<file path="config.mk">
export PLATFORM = sky130hd
export DESIGN_NAME = pwm_mode_detector
export DESIGN_NICKNAME = d
export VERILOG_FILES = /design/src/rtl/pwm_mode_detector.sv
export SDC_FILE = /design/constraint.sdc
export NUM_CORES = 1
export LEC_CHECK = 0
export BUFFER_PORTS_ARGS = -buffer_cell sky130_fd_sc_hd__buf_2
export CORE_MARGIN = 1.5
export CORE_UTILIZATION = 60
export DETAILED_ROUTE_END_ITERATION = 7
export GPL_ROUTABILITY_DRIVEN = 0
export PLACE_DENSITY = 0.78
export SLEW_MARGIN = 20
export SYNTH_ARGS = -nofsm -noshare
export SYNTH_HDL_FRONTEND = slang
export SYNTH_SLANG_ARGS = --single-unit
</file>
<file path="constraint.sdc">
create_clock -name clk -period 8.8 [get_ports clk]
set_clock_uncertainty 0.1 [all_clocks]
set_input_delay 0.44 -clock clk [delete_from_list [all_inputs] [get_ports clk]]
set_output_delay 0.44 -clock clk [all_outputs]
set_load 0.005 [all_outputs]
</file>
<file path="src/rtl/pwm_mode_detector.sv">
// Decodes the duty class of a PWM line (25/50/75 %) from cycle counts of each
// period, and flags idle, stuck-high and out-of-range duty conditions.
module pwm_mode_detector #(
    parameter int CNT_W   = 16,
    parameter int TIMEOUT = 1024
) (
    input  logic             clk,
    input  logic             rst,
    input  logic             pwm,
    output logic [1:0]       mode,
    output logic             valid,
    output logic             err,
    output logic [CNT_W-1:0] high_cnt,
    output logic [CNT_W-1:0] period_cnt,
    output logic [1:0]       dbg_state
);

    typedef enum logic [1:0] {
        IDLE = 2'd0,
        HIGH = 2'd1,
        LOW  = 2'd2
    } state_t;

    localparam int             XW  = CNT_W + 3;
    localparam logic [CNT_W-1:0] TMO = CNT_W'(TIMEOUT);

    // valid and err are single-cycle pulses with no backpressure; mode,
    // high_cnt and period_cnt change only in the cycle valid is high.

    logic             s1, s2, s3;
    logic             rise, fall;
    state_t           state, state_n;
    logic [CNT_W-1:0] hcnt, hcnt_n, pcnt, pcnt_n, pinc;

    // Decision stage, one cycle ahead of the output registers.
    logic             c_valid, c_valid_n;
    logic             c_err, c_err_n;
    logic [1:0]       c_mode, c_mode_n;
    logic [CNT_W-1:0] c_h, c_h_n, c_p, c_p_n;

    logic [XW-1:0]    h8, p1, p3, p5, p7;
    logic [1:0]       cls_mode;
    logic             cls_bad;

    assign rise      = s2 & ~s3;
    assign fall      = ~s2 & s3;
    assign pinc      = pcnt + 1'b1;
    assign dbg_state = state;

    // Ratio bands compared as 8H against odd multiples of P, widened so
    // nothing truncates.
    always_comb begin
        h8       = {hcnt, 3'b000};
        p1       = XW'(pcnt);
        p3       = p1 + (p1 << 1);
        p5       = p1 + (p1 << 2);
        p7       = (p1 << 3) - p1;
        cls_bad  = (h8 < p1) || (h8 >= p7);
        cls_mode = 2'd1;
        if (h8 >= p5) begin
            cls_mode = 2'd3;
        end else if (h8 >= p3) begin
            cls_mode = 2'd2;
        end
    end

    always_comb begin
        state_n   = state;
        hcnt_n    = hcnt;
        pcnt_n    = pcnt;
        c_valid_n = 1'b0;
        c_err_n   = 1'b0;
        c_mode_n  = c_mode;
        c_h_n     = c_h;
        c_p_n     = c_p;
        case (state)
            IDLE: begin
                if (rise) begin
                    state_n = HIGH;
                    hcnt_n  = 1;
                    pcnt_n  = 1;
                end else if (!s2 && pcnt != TMO) begin
                    pcnt_n = pinc;
                    if (pinc == TMO) begin
                        c_valid_n = 1'b1;
                        c_mode_n  = 2'd0;
                        c_h_n     = '0;
                        c_p_n     = '0;
                    end
                end
            end
            HIGH: begin
                pcnt_n = pinc;
                if (fall) begin
                    if (pinc == TMO) begin
                        state_n   = IDLE;
                        c_valid_n = 1'b1;
                        c_mode_n  = 2'd0;
                        c_h_n     = '0;
                        c_p_n     = '0;
                    end else begin
                        state_n = LOW;
                    end
                end else if (pinc == TMO) begin
                    state_n = IDLE;
                    c_err_n = 1'b1;
                    hcnt_n  = '0;
                    pcnt_n  = '0;
                end else begin
                    hcnt_n = hcnt + 1'b1;
                end
            end
            LOW: begin
                if (rise) begin
                    if (cls_bad) begin
                        c_err_n = 1'b1;
                    end else begin
                        c_valid_n = 1'b1;
                        c_mode_n  = cls_mode;
                        c_h_n     = hcnt;
                        c_p_n     = pcnt;
                    end
                    state_n = HIGH;
                    hcnt_n  = 1;
                    pcnt_n  = 1;
                end else begin
                    pcnt_n = pinc;
                    if (pinc == TMO) begin
                        state_n   = IDLE;
                        c_valid_n = 1'b1;
                        c_mode_n  = 2'd0;
                        c_h_n     = '0;
                        c_p_n     = '0;
                    end
                end
            end
            default: begin
                state_n = IDLE;
                hcnt_n  = '0;
                pcnt_n  = '0;
            end
        endcase
    end

    always_ff @(posedge clk) begin
        if (!rst) begin
            s1         <= 1'b0;
            s2         <= 1'b0;
            s3         <= 1'b0;
            state      <= IDLE;
            hcnt       <= '0;
            pcnt       <= '0;
            c_valid    <= 1'b0;
            c_err      <= 1'b0;
            c_mode     <= 2'd0;
            c_h        <= '0;
            c_p        <= '0;
            valid      <= 1'b0;
            err        <= 1'b0;
            mode       <= 2'd0;
            high_cnt   <= '0;
            period_cnt <= '0;
        end else begin
            s1      <= pwm;
            s2      <= s1;
            s3      <= s2;
            state   <= state_n;
            hcnt    <= hcnt_n;
            pcnt    <= pcnt_n;
            c_valid <= c_valid_n;
            c_err   <= c_err_n;
            c_mode  <= c_mode_n;
            c_h     <= c_h_n;
            c_p     <= c_p_n;
            valid   <= c_valid;
            err     <= c_err;
            if (c_valid) begin
                mode       <= c_mode;
                high_cnt   <= c_h;
                period_cnt <= c_p;
            end
        end
    end

endmodule

</file>
==> results by group, run 1 <==
Floorplanning
  – Chip Width: 125 um
  – Initial cell density of the core: 0.613
  – # IOs: 41
  – Core area: 0.0145 mm2
  – Die Span Y: 125 um
  – Cell Rows: 44
  – Die ar.: 0.0156 mm2

Pwr
  – Switching power: 317 uW
  – Worst IR Drop VDD: 0.106 mV
  – Switching share of power: 0.282
  – Pwr/cell area: 119 mW/mm2
  – Seq pwr share: 0.448
  – Clock Power Share: 0.382
  – P_int: 807 uW
  – Tot Pwr: 1120 uW
  – Leakage: 0.00378 uW
  – Comb power frac: 0.169

Cells and area
  – Commonest non-fill, non-tap cell in the layout: ha_1
  – Area Growth Syn to Fin: 6.15%
  – Finished Cell Area: 0.00946 mm2
  – Most frequent cells in the layout: ha_1 (121), dfxtp_1 (108), nand2_1 (82), a21oi_1 (62), nand3_1 (57)
  – Final design utilization: 0.651
  – Final #Nets: 1192
  – # diodes: 0
  – Fraction of layout cells with a size suffix above 1: 0.0859

STA
  – Final Hold Vio Count: 0
  – Final Setup Violations: 0
  – Worst setup margin: 3.60 ns
  – Slew HR: 0.264
  – Tightest Pin Transition: 1.08 ns
  – Final setup TNS: 0 ns
  – Fmax: 192 MHz
  – Minimum clock period: 5.20 ns
  – RSZ-0062 raised after global routing: false
  – Crit share post-route: 0.590
  – Max Transition Viols Final: 0

Worst setup path
  – Path type of the worst setup path: reg2reg
  – Startpoint Class: flop
  – WP data arrival: 5.31 ns
  – Maximum fanout along the worst path: 32
  – Slowest CP cell: dfxtp_1
  – Worst Path Buf+Inv: 2
  – Crit end category: flop
  – Worst path max stage delay: 0.60 ns
  – Worst EP required: 8.91 ns
  – Critical path's top delay family: compound AO/OA/AOI/OAI gates
  – Critical-path cell list: inv_1 > ha_1 > a21oi_1 > nor3b_1 > a2111oi_2 > nor2_1 > a311oi_1 > mux2i_1 > a2111oi_2 > ha_1 > a21o_1 > a2111oi_0 > o21ai_0 > o22a_1 > o21ai_2 > buf_4 > o211ai_1

Synthesis
  – Most common flop cell mapped by yosys: dfxtp_1
  – Ys async rst share: 0
  – Cells after Synth: 1064
  – Post-synth top area share: 0.245
  – Netlist cell types: 79
  – Syn Std Cell Area: 0.00891 mm2
  – Number of synthesized flops with an enable pin: 0
  – Sequential fraction of the synthesis area: 0.245
  – Largest area contributor in the netlist: dfxtp_1
  – Syn nets: 1190
  – Syn Area/Cell: 8.37 um2
  – Seq cells post-synth: 109
  – Area contributors post-synth: dfxtp_1 (24%), ha_1 (17%), mux2i_1 (4.0%)
  – Warnings from Yosys: 0

Placed design
  – Placement Cell Area: 0.00914 mm2
  – Pre-CTS WS: 3.77 ns
  – Dpl hpwl: 17200 um
  – IO Port Bufs: 40

Global routing
  – Largest net degree at the start of global routing: 92
  – Grt ovf: 0
  – Tot GR Track Use: 0.296
  – First-pass GRT wire length: 37800 um
  – Number of global-route vias before repair: 7359
  – Initial antenna violation count: 0

Route
  – Residual DRC: 0
  – Vias per inst: 6.53
  – Drt total wl: 23300 um
  – Drt first-iter violations: 773
  – WL per Instance: 18.6 um
  – DRT antenna net count: 0
  – Drt first pass iters: 5
  – Vias: 8193

Clock tree
  – Clk slew on worst S/H paths: 0.08 ns
  – Clock sinks: 109
  – Cts hold-fix bufs: 0
  – CTS Buffer Depth: 2
  – CTS Buf Count: 9
  – Clock root cell: clkbuf_16
  – H-tree depth: 3
  – CTS tree: yes
  – Post-CTS setup buffer count: 0
  – Post-CTS sizing: 0
  – Later-pin clock latency in the skew report: 0.35 ns

Run status
  – Run status: completed

Job
  – Max cap viols: 0

Hold path
  – Min-Delay Path Class: in2reg
==> per-stage QoR <==
| stage | hold slack [ns] | std cells |
|---|---|---|
| 2_1_floorplan | 0.312 | 1064 |
| 3_3_place_gp | 0.315 | 1239 |
| 3_5_place_dp | 0.326 | 1239 |
| 4_1_cts | 0.182 | 1255 |
| 5_1_grt | 0.198 | 1255 |
| 6_report | 0.188 | 1255 |
==> power by group through the flow <==
stage	clock network, uW	registers, uW	logic [uW]
after floorplan	0	511	149
after global placement	0	515	182
after detailed placement	0	515	183
after CTS	434	504	186
after global routing	453	505	211
final	430	504	190
==> worst register-to-register path, delay by kind of cell, from the launching register on <==
kind            cells  cell delay (ns)
mux                 1             0.16
simple gates        2             0.28
fa+ha+maj           2             0.74
flops               1             0.60
buf+inv             2             0.53
compound gates     10             2.66
==> area by class of cell <==
cell class	instances	area (um2)
Clock buffer	10	239
Clock inverter	6	76.3
Fill cell	1263	5080
Inverter	31	116
Multi-Input combinational cell	867	6350
Sequential cell	109	2180
Tap cell	184	230
Timing Repair Buffer	48	263
==> synth_stat cells (36+ instances only) <==
| library cell | number |
|---|---|
| a21oi_1 | 62 |
| clkbuf_1 | 40 |
| dfxtp_1 | 109 |
| ha_1 | 121 |
| mux2i_1 | 36 |
| nand2_1 | 82 |
| nand3_1 | 57 |
| nand4_1 | 51 |
| nor2_1 | 36 |
| nor2b_1 | 47 |
| o211ai_1 | 37 |
| o21ai_0 | 37 |
==> path summary, 6_finish.rpt <==
check	from	end	slack, ns	depth (start not counted)
max	pcnt[6]	c_h[15]	3.60	17
min	pwm	s1	0.19	2
max reg2reg	pcnt[6]	c_h[15]	3.60	17
min reg2reg	s1	s2	0.34	1
==> sequential cells by signal (all words and copies together) (netlist names) <==
signal,cells
c_h,16
c_p,16
hcnt,16
high_cnt,16
pcnt,16
period_cnt,16
c_mode,2
dbg_state,2
mode,2
c_err,1
c_valid,1
err,1
s1,1
s2,1
s3,1
valid,1
==> kinds of logic after synthesis <==
group                      synth area share
xor gates and xnor gates             0.0472
AOI/OAI and AO/OA                     0.216
muxes                                0.0404
buffers and inverters                0.0431
adders and majority gates             0.174
DFF                                   0.245
and+or+nand+nor                       0.234
==> per-layer routing <==
metal / part of all wire / wire (um) / GRT usage
met3: 0.065 / 1520 / 0.0382
met5: 0 / 0 / 0
met1: 0.46 / 10600 / 0.413
met4: 0.027 / 624 / 0.101
met2: 0.45 / 10500 / 0.471
Note: power is estimated with default switching activity, not from simulation.
==> run 2, diff against run 1 <==
==> constraint.sdc (replaced) <==
create_clock -name clk -period 4.9 [get_ports clk]
set_clock_uncertainty 0.1 [all_clocks]
set_input_delay 0.245 -clock clk [delete_from_list [all_inputs] [get_ports clk]]
set_output_delay 0.245 -clock clk [all_outputs]
set_load 0.005 [all_outputs]
==> results by group, run 2 (same netlist as run 1, synthesis figures left out) <==
Floorplanning
  – # IOs: 41 (unchanged)
  – Die Span Y: 125 um (unchanged)
  – Die ar.: 0.0156 mm2 (unchanged)
  – Core area: 0.0145 mm2 (unchanged)
  – Chip Width: 125 um (unchanged)
  – Cell Rows: 44 (unchanged)
  – Initial cell density of the core: 0.613 (unchanged)

Global routing
  – Number of global-route vias before repair: 7777 (+5.7%)
  – Largest net degree at the start of global routing: 119 (+29%)
  – Initial antenna violation count: 0 (unchanged)
  – Grt ovf: 0 (unchanged)
  – First-pass GRT wire length: 39000 um (+3.1%)
  – Tot GR Track Use: 0.305 (+0.00892)

Worst setup path
  – Worst Path Buf+Inv: 2 (unchanged)
  – WP data arrival: 4.72 ns (-0.59 ns)
  – Worst path max stage delay: 0.46 ns (-0.14 ns)
  – Critical-path cell list: buf_4 > ha_1 > a21oi_1 > nor3b_1 > a2111oi_2 > nor2_1 > a311oi_2 > mux2i_1 > a2111oi_2 > ha_1 > a21o_1 > a2111oi_0 > o21ai_0 > o22a_1 > o21ai_2 > buf_12 > o211ai_1
  – Path type of the worst setup path: reg2reg
  – Startpoint Class: flop
  – Critical path's top delay family: compound AO/OA/AOI/OAI gates
  – Crit end category: flop
  – Slowest CP cell: a2111oi_2
  – Maximum fanout along the worst path: 32 (unchanged)
  – Worst EP required: 5.03 ns (-3.88 ns)
  – Worst R2R Path Depth: 17 (unchanged)
  – CP Depth: 17 (unchanged)

STA
  – RSZ-0062 raised after global routing: false
  – Final Hold Vio Count: 0 (unchanged)
  – Fmax: 218 MHz (+13%)
  – Worst setup margin: 0.311 ns (-3.29 ns)
  – Minimum clock period: 4.59 ns (-0.607 ns)
  – Slew HR: 0.309 (+0.0458)
  – Final Setup Violations: 0 (unchanged)
  – Final setup TNS: 0 ns (unchanged)
  – Max Transition Viols Final: 0 (unchanged)
  – Tightest Pin Transition: 1.04 ns (-0.0408 ns)
  – Crit share post-route: 0.937 (+0.346)

Route
  – DRT antenna net count: 0 (unchanged)
  – Drt first pass iters: 7 (+2)
  – Drt first-iter violations: 820 (+6.1%)
  – Residual DRC: 0 (unchanged)
  – WL per Instance: 18.6 um (about the same)
  – Drt total wl: 23700 um (+1.8%)
  – Vias: 8357 (+2.0%)
  – Vias per inst: 6.54 (+0.17%)

Placed design
  – Dpl hpwl: 17700 um (+2.9%)
  – Placement Cell Area: 0.00933 mm2 (+2.0%)
  – IO Port Bufs: 40 (unchanged)
  – Pre-CTS WS: 0.257 ns (-3.52 ns)

Pwr
  – Leakage: 0.00390 uW (+3.1%)
  – Pwr/cell area: 206 mW/mm2 (+74%)
  – Worst IR Drop VDD: 0.161 mV (+52%)

Cells and area
  – Area Growth Syn to Fin: 8.17%
  – Finished Cell Area: 0.00964 mm2 (+1.9%)
  – Fillers: 1191 (-5.7%)
  – Commonest non-fill, non-tap cell in the layout: ha_1
  – # diodes: 0 (unchanged)
  – Final #Nets: 1215 (+1.9%)
  – Most frequent cells in the layout: ha_1 (121), dfxtp_1 (107), nand2_1 (82), a21oi_1 (61), nand3_1 (57)
  – Fraction of layout cells with a size suffix above 1: 0.106 (+0.0201)

Job
  – Max cap viols: 0 (unchanged)

Run status
  – Run status: completed

Clock tree
  – CTS tree: yes
  – Clock sinks: 109 (unchanged)
  – Clock root cell: clkbuf_16
  – CTS Buf Count: 9 (unchanged)
  – Clk slew on worst S/H paths: 0.08 ns (about the same)
  – CTS Buffer Depth: 2 (unchanged)
  – H-tree depth: 3 (unchanged)
  – Later-pin clock latency in the skew report: 0.37 ns (+0.02 ns)

Hold path
  – Min-Delay Path Class: in2reg
  – Hold depth: 2 (unchanged)
==> run 2: cell count changes in the layout (fill, tap and decap cells not counted), moves of 2 or more <==
| cell | delta |
|---|---|
| buf_4 | +20 |
| buf_12 | +2 |
| clkinv_2 | +2 |
| clkinv_4 | -2 |
==> run 2: per-stage QoR <==
stage                      util  instances  total power, uW  hold WS, ns
after floorplan               -       1064             1190        0.272
after global placement    0.642       1260             1260        0.313
after detailed placement  0.642       1260             1270        0.320
after CTS                 0.662       1277             1980        0.203
after global routing      0.663       1278             2070        0.226
final                     0.663       1278             1990        0.209
==> run 2: report_power, final <==
| part | internal (uW) | total (uW) | switching [uW] |
|---|---|---|---|
| logic | 150 | 361 | 211 |
| registers | 890 | 899 | 9.88 |
| clock network | 356 | 728 | 372 |
==> run 2: layer usage <==
layer  routed length [um]  global-route usage  up-vias
met1                10500               0.406     3898
met2                10700               0.487      348
li1                     -                   -     4045
met5                    0                   0        -
met4                  828               0.140        0
met3                 1750              0.0442       66
==> run 2: worst paths after layout <==
| path | endpoint | slack (ns) | from |
|---|---|---|---|
| setup / recovery | c_h[8] | 0.31 | pcnt[3] |
| hold / removal | dbg_state[0] | 0.21 | rst |
| setup reg to reg | c_h[8] | 0.31 | pcnt[3] |
| hold reg to reg | s2 | 0.34 | s1 |
==> run 2: final cells by class <==
type / count / area, um2 / share of cell area
Multi-Input combinational cell: 867 / 6360 / 0.660
Clock inverter: 6 / 55.1 / 0.00571
Timing Repair Buffer: 71 / 463 / 0.0480
Sequential cell: 109 / 2180 / 0.227
Clock buffer: 10 / 229 / 0.0238
Tap cell: 184 / 230 / 0.0239
Inverter: 31 / 116 / 0.0121
==> run 2: what timing repair did <==
item                                   4_1_cts  5_1_grt
setup endpoints to repair                    0       34
buffers inserted                             0        1
endpoints found under the hold margin        1        0
resized for setup                            0        3
hold buffers                                 1        0
